`config.mk`:
```
export PLATFORM = sky130hd
export DESIGN_NAME = memory_arbiter
export DESIGN_NICKNAME = d
export VERILOG_FILES = /design/src/rtl/cpu_types_pkg.sv /design/src/rtl/memory_arbiter.sv
export SDC_FILE = /design/constraint.sdc
export NUM_CORES = 1
export LEC_CHECK = 0
export ABC_AREA = 1
export CORE_AREA = 8 8 97 99
export DETAILED_ROUTE_END_ITERATION = 12
export DIE_AREA = 0 0 105 107
export GPL_TIMING_DRIVEN = 0
export HOLD_SLACK_MARGIN = 0.06
export PLACE_DENSITY = 0.77
export SYNTH_ARGS = -nofsm -noshare
export SYNTH_HDL_FRONTEND = slang
export SYNTH_SLANG_ARGS = --single-unit
export TNS_END_PERCENT = 10
```
`constraint.sdc`:
```
create_clock -name CLK -period 1.6 [get_ports CLK]
set_input_delay 0.4 -clock CLK [delete_from_list [all_inputs] [get_ports CLK]]
set_output_delay 0.4 -clock CLK [all_outputs]
set_load 0.05 [all_outputs]
```
`src/rtl/cpu_types_pkg.sv`:
```
// Shared CPU memory-system types: word, RAM handshake state, arbiter FSM state.
// Latency: n/a (types only).
// Backpressure: n/a (types only).
package cpu_types_pkg;

  typedef logic [31:0] word_t;

  // RAM handshake state reported back by the memory model/controller.
  typedef enum logic [1:0] {
    FREE   = 2'd0,
    BUSY   = 2'd1,
    ACCESS = 2'd2,
    ERROR  = 2'd3
  } ramstate_t;

  // Arbiter grant state; kept here so benches can name the encoding.
  typedef enum logic [1:0] {
    IDLE = 2'd0,
    DGNT = 2'd1,
    IGNT = 2'd2
  } arb_state_t;

  localparam int STARVE_W = 4;

endpackage

```
`src/rtl/memory_arbiter.sv`:
```
// Arbitrates icache/dcache word requests onto a single RAM port with an icache starvation guard.
// Latency: 1 arbitration cycle in IDLE, then 1+ grant cycles until RAM reports ACCESS; 1 bubble after each completion.
// Backpressure: the non-granted cache and any granted cache not yet completed see wait=1; RAM BUSY/FREE/ERROR hold the grant.
//
// Ports:
//   CLK, nRST                  clock, async active-low reset
//   iREN, iaddr -> iwait, iload                 icache read channel
//   dREN, dWEN, daddr, dstore -> dwait, dload   dcache read/write channel
//   ramREN, ramWEN, ramaddr, ramstore <- ramload, ramstate   RAM port
module memory_arbiter
  import cpu_types_pkg::*;
#(
  parameter int STARVE_LIMIT = 4
) (
  input  logic      CLK,
  input  logic      nRST,
  input  logic      iREN,
  input  word_t     iaddr,
  output logic      iwait,
  output word_t     iload,
  input  logic      dREN,
  input  logic      dWEN,
  input  word_t     daddr,
  input  word_t     dstore,
  output logic      dwait,
  output word_t     dload,
  output logic      ramREN,
  output logic      ramWEN,
  output word_t     ramaddr,
  output word_t     ramstore,
  input  word_t     ramload,
  input  ramstate_t ramstate
);

  localparam logic [STARVE_W-1:0] LIMIT = STARVE_LIMIT[STARVE_W-1:0];

  arb_state_t          r_state;
  logic [STARVE_W-1:0] r_starve_cnt;

  arb_state_t          w_state_nxt;
  logic [STARVE_W-1:0] w_starve_nxt;
  logic                w_dreq;
  logic                w_access;
  logic                w_d_done;
  logic                w_i_done;

  assign w_dreq   = dREN | dWEN;
  assign w_access = (ramstate == ACCESS);
  // A dropped request aborts even if RAM happens to report ACCESS that cycle.
  assign w_d_done = (r_state == DGNT) & w_dreq & w_access;
  assign w_i_done = (r_state == IGNT) & iREN & w_access;

  always_comb begin
    w_state_nxt  = r_state;
    w_starve_nxt = r_starve_cnt;
    case (r_state)
      IDLE: begin
        if (w_dreq && (r_starve_cnt < LIMIT)) begin
          w_state_nxt = DGNT;
        end else if (iREN && (!w_dreq || (r_starve_cnt == LIMIT))) begin
          w_state_nxt = IGNT;
        end else begin
          w_state_nxt = IDLE;
        end
        // Count only dcache wins that leave a pending icache waiting.
        if (!iREN || (w_state_nxt == IGNT)) begin
          w_starve_nxt = '0;
        end else if ((w_state_nxt == DGNT) && (r_starve_cnt < LIMIT)) begin
          w_starve_nxt = r_starve_cnt + 1'b1;
        end
      end
      DGNT: begin
        if (!w_dreq || w_access) w_state_nxt = IDLE;
      end
      IGNT: begin
        if (!iREN || w_access) w_state_nxt = IDLE;
      end
      default: w_state_nxt = IDLE;
    endcase
  end

  always_ff @(posedge CLK or negedge nRST) begin
    if (!nRST) begin
      r_state      <= IDLE;
      r_starve_cnt <= '0;
    end else begin
      r_state      <= w_state_nxt;
      r_starve_cnt <= w_starve_nxt;
    end
  end

  // Outputs are decoded from the registered state and live inputs only.
  always_comb begin
    iwait    = 1'b1;
    dwait    = 1'b1;
    iload    = '0;
    dload    = '0;
    ramREN   = 1'b0;
    ramWEN   = 1'b0;
    ramaddr  = '0;
    ramstore = '0;
    case (r_state)
      DGNT: begin
        ramaddr  = daddr;
        ramstore = dstore;
        ramWEN   = dWEN;
        ramREN   = dREN & ~dWEN;
        dwait    = ~w_d_done;
        dload    = w_d_done ? ramload : '0;
      end
      IGNT: begin
        ramaddr = iaddr;
        ramREN  = iREN;
        iwait   = ~w_i_done;
        iload   = w_i_done ? ramload : '0;
      end
      default: ;
    endcase
  end

endmodule

```
Word level (Yosys, flattened, before mapping)

Cells that the tools add are included.

Output and inout bits: 132
Register bits: 6
Word-level logic and storage cells: 52
Bits of input ports: 135

Bitwise operators: 9
Equality and inequality tests: 8
Muxes and demuxes: 18
$add $sub $neg: 1
Order comparisons: 1
Reduce and logical (&&, ||, !) cells: 13

Operators with widths:

| cell                                                        | number |
|---|---|
| two-way mux 32 bit                                          | 5 |
| one-hot mux 32 bit (2 select lines)                         | 1 |
| two-way mux 2 bit                                           | 5 |
| two-way mux 4 bit                                           | 2 |
| equality test 2 bit (second input constant)                 | 3 |
| one-hot mux 2 bit (3 select lines)                          | 1 |
| bitwise AND 1 bit                                           | 5 |
| adder 4 x 1 -> 4 bit (second input constant)                | 1 |
| equality test 2 x 1 -> 1 bit (second input constant)        | 2 |
| equality test 4 x 3 -> 1 bit (second input constant)        | 1 |
| logical OR 1 bit                                            | 4 |
| less-than comparator 4 x 3 -> 1 bit (second input constant) | 1 |
| != test 2 x 1 -> 1 bit (second input constant)              | 2 |
| AND reduction 2 bit                                         | 2 |
| logical AND 1 bit                                           | 3 |
| two-way mux 1 bit                                           | 3 |
| NOT 1 bit                                                   | 3 |
| zero test 1 bit                                             | 2 |
| zero test 2 bit                                             | 1 |
| one-hot mux 1 bit (2 select lines)                          | 1 |
| nonzero test 2 bit                                          | 1 |
| bitwise OR 1 bit                                            | 1 |

Logic depth before layout (Yosys ltp)

Depth in word-level cells: 11
Mapped depth: 8
Mapped depth without buffers: 7

Least setup slack after synthesis

OpenSTA, ideal clock, no wires.

Path kind: register to output
Start: register r_state[1]
End: output ramaddr[11]
Required time: 1200 ps
Arrival: 1778 ps
Buffers on the path: 2
Stages on the path, launching flop included: 7
Path slack: -578 ps
Cells stage by stage: dfrtp_1 inv_1 ha_1 buf_4 buf_4 nand2_1 a21oi_1

Word-level cells in the longest chain between the ends: 2
Elaborated cells between the ends (all ways): 3
Classes of those cells: eq/ne: 2; mux: 1

RTL lines:

| element                                                                    | RTL line              | RTL |
|---|---|---|
| start: declaration                                                         | memory_arbiter.sv:37  | `arb_state_t r_state;` |
| start signal: assignment                                                   | memory_arbiter.sv:87  | `r_state <= w_state_nxt;` |
| equality test 2 bit / equality test 2 x 1 -> 1 bit (equally long branches) | memory_arbiter.sv:102 | `case (r_state)` |
| one-hot mux 32 bit (2 select lines) *                                      | memory_arbiter.sv:102 |  |
| end: declaration                                                           | memory_arbiter.sv:29  | `output word_t ramaddr,` |

Every way passes the cells marked *; elsewhere a longest branch is shown, timed or not.

Worst setup path in the final report

Start: register r_state[0]
End: output ramaddr[26]

Same word-level chain as after synthesis.

==> flow_summary.toml <==
[status]
status = "finished with violations"
violations = "setup timing"

[finish]
num-fill-cells = 547
regArea_sq_um = 150
final_common_cell = "clkdlybuf4s50_1"
stdcell_area_sq_mm = 0.00586
drive_gt1_share_pct = 45.3
nets = 758
area_growth_syn_to_layout_pct = 271
diodes = 0
final_cells = 721
post-route-util_pct = 73.9
layout_common_cells = "clkdlybuf4s50_1 (131), nand2_1 (109), buf_6 (95)"
multi_input_area_sq_mm = 0.00187

[floorplan]
initial_core_util_pct = 19.9
num_rows = 33
die_w_um = 105
die-area_sq_mm = 0.0112
core_sq_mm = 0.00793
pin_count = 267
die_h_um = 107

[global_routing]
grt_pass1_wl_um = 18000
antenna_found_initial = 0
grt_max_degree = 11
grt_pass1_vias = 3142
gr-total-overflow = 0
grt_use_total_pct = 19.7

[clock_tree]
cts_num_sinks = 6
clk_pin_slew_ps = 40
cts_tree = "yes"
clock_latency_ps = 220
clk_path_buf_depth = 2
cts_inserted_buffers = 3
cts_max_level = 1
cts_root_buf = "clkbuf_8"

[power_and_ir_drop]
leakagePower_nw = 2.65
power_density_mw_per_mm2 = 1190
report.power.total_mw = 6.97
peakVddDrop_v = 0.000994

[sta]
finalHoldViolations = 0
finalClockSkew_ps = 2.58
period_minus_slack_ps = 2180
slew_viol_final = 0
fin_crit_sh_pct = 136
fin_hold_ws_ps = 416
slew_headroom_pct = 78.7
tightestPinTransition_ps = 318
setup_viol = 132
rsz0062_at_grt = "yes"
layout_setup_ws_ps = -583
fmax_mhz = 458
fin_tns_setup_ps = -54550

[critical_path]
crit_top_cell = "buf_2"
path_max_fanout = 10
required_ps = 1200
reg2reg_slack_ps = 270
max_stage_delay_ps = 400
worst_ep_arrival_time_ps = 1780
endpoint_kind = "output port"
r2r_cells = 8
start_kind = "register"
reg2reg_to = "r_state[0]"
crit_slowest_cell = "dfrtp_1"
crit_chain = "inv_2, ha_1, buf_6, buf_2, nand2_1, a21oi_4, buf_2"
regToRegStartpoint = "r_state[0]"
crit_family = "buffers and inverters"
cp_num_buf_inv = 4
path_class = "reg2out"

[yosys]
syn_nets = 477
synthTopCellsByArea = "nand2_1 (27%), inv_1 (19%), nor2_1 (14%), a21oi_1 (11%), dfrtp_1 (9.5%)"
yosysWarningCount = 0
ys_seq_elements = 6
syn_avg_cell_area_sq_um = 4.69
yosysTopAreaCell = "nand2_1"
yosysSeqAreaShare_pct = 9.50
syn-cell-area_sq_mm = 0.00158
synth.distinct_cells = 17
synth_top_area_share_pct = 26.8
synthCells = 337

[routing]
drc = 0
wl_um = 12500
num_vias = 3076
dr.pass1.iters = 4
via_per_inst = 4.27
antenna_left = 0
routedWlPerCell_um = 17.3
drtIter0Drc = 94

[placed_design]
placed_cell_area_sq_mm = 0.00524
placedCellCount = 708
detailedPlace.worstSlack_ps = -1270
hpwl_um = 10200
place_congestion = 0.828
portBuffers = 266

[job]
timing.max_cap.violations = 0

[worst_hold_path]
hp-class = "in2async"
## worst max-delay path by stage
stage	from	endpoint	slack, ps	cells after the start
after global placement	dREN	dload[10]	-1260	7
after detailed placement	iREN	iload[12]	-1270	7
after floorplan	r_state[1]	dload[22]	-230	7
final	r_state[0]	ramaddr[26]	-580	7
after CTS	r_state[1]	ramREN	-730	6
after global routing	r_state[0]	ramaddr[26]	-660	7
## worst register-to-register path, delay by kind of cell, from the launching register on
kind,cells,cell delay [ps]
AOI/OAI and AO/OA,1,80
and+or+nand+nor,3,240
buffers and inverters,3,300
adders and majority gates,1,180
DFF,1,400
## per-layer routing
metal  vias up  wire, um  track usage (%)
li1       1527         -                -
met1      1403      4450             20.0
met2       136      7040             39.2
met3        10       849             5.88
met4         0       129             2.65
met5         -         0                0
## cells in the mapped netlist
library cell,count
nand2_1,113
inv_1,79
nor2_1,57
a21oi_1,34
buf_2,11
nor2_2,9
nand3_1,8
dfrtp_1,6
ha_1,5
buf_1,3
buf_4,3
buf_6,3
o21ai_0,2
nand2_2,1
nand4_1,1
nor3b_2,1
xor2_1,1
## sequential cells by signal, indices dropped and copies added, names as in the netlist
register / cells
r_state: 2
r_starve_cnt: 4
## power breakdown
part           switching (mW)  internal, mW  total [mW]
logic                    3.95          2.57        6.51
clock network          0.0626         0.161       0.224
registers              0.0395         0.194       0.234
## cell families (layout without fill, tap and decap cells)
family,after synthesis,in the layout,synth area share [%]
adders and majority gates,5,5,3.96
AOI/OAI and AO/OA,36,36,11.4
xor gates and xnor gates,1,1,0.554
DFF,6,6,9.50
buffers and inverters,99,378,26.5
and+or+nand+nor,190,190,48.1
## area by class of cell
cell class                      count  share of cell area (%)
Buffer                             20                    4.99
Clock buffer                        3                   0.704
Inverter                           79                    5.17
Multi-Input combinational cell    232                    32.0
Sequential cell                     6                    2.56
Tap cell                          105                    2.24
Timing Repair Buffer              276                    52.4
## repair_timing
item                                   CTS  global route
setup buffers                            0             9
hold buffers                             0             0
setup endpoints to repair              132           132
pin swaps                                2             3
cloned                                   1             0
gates resized for setup                796           236
endpoints found under the hold margin    0             0
(Power assumes the default switching activity.)
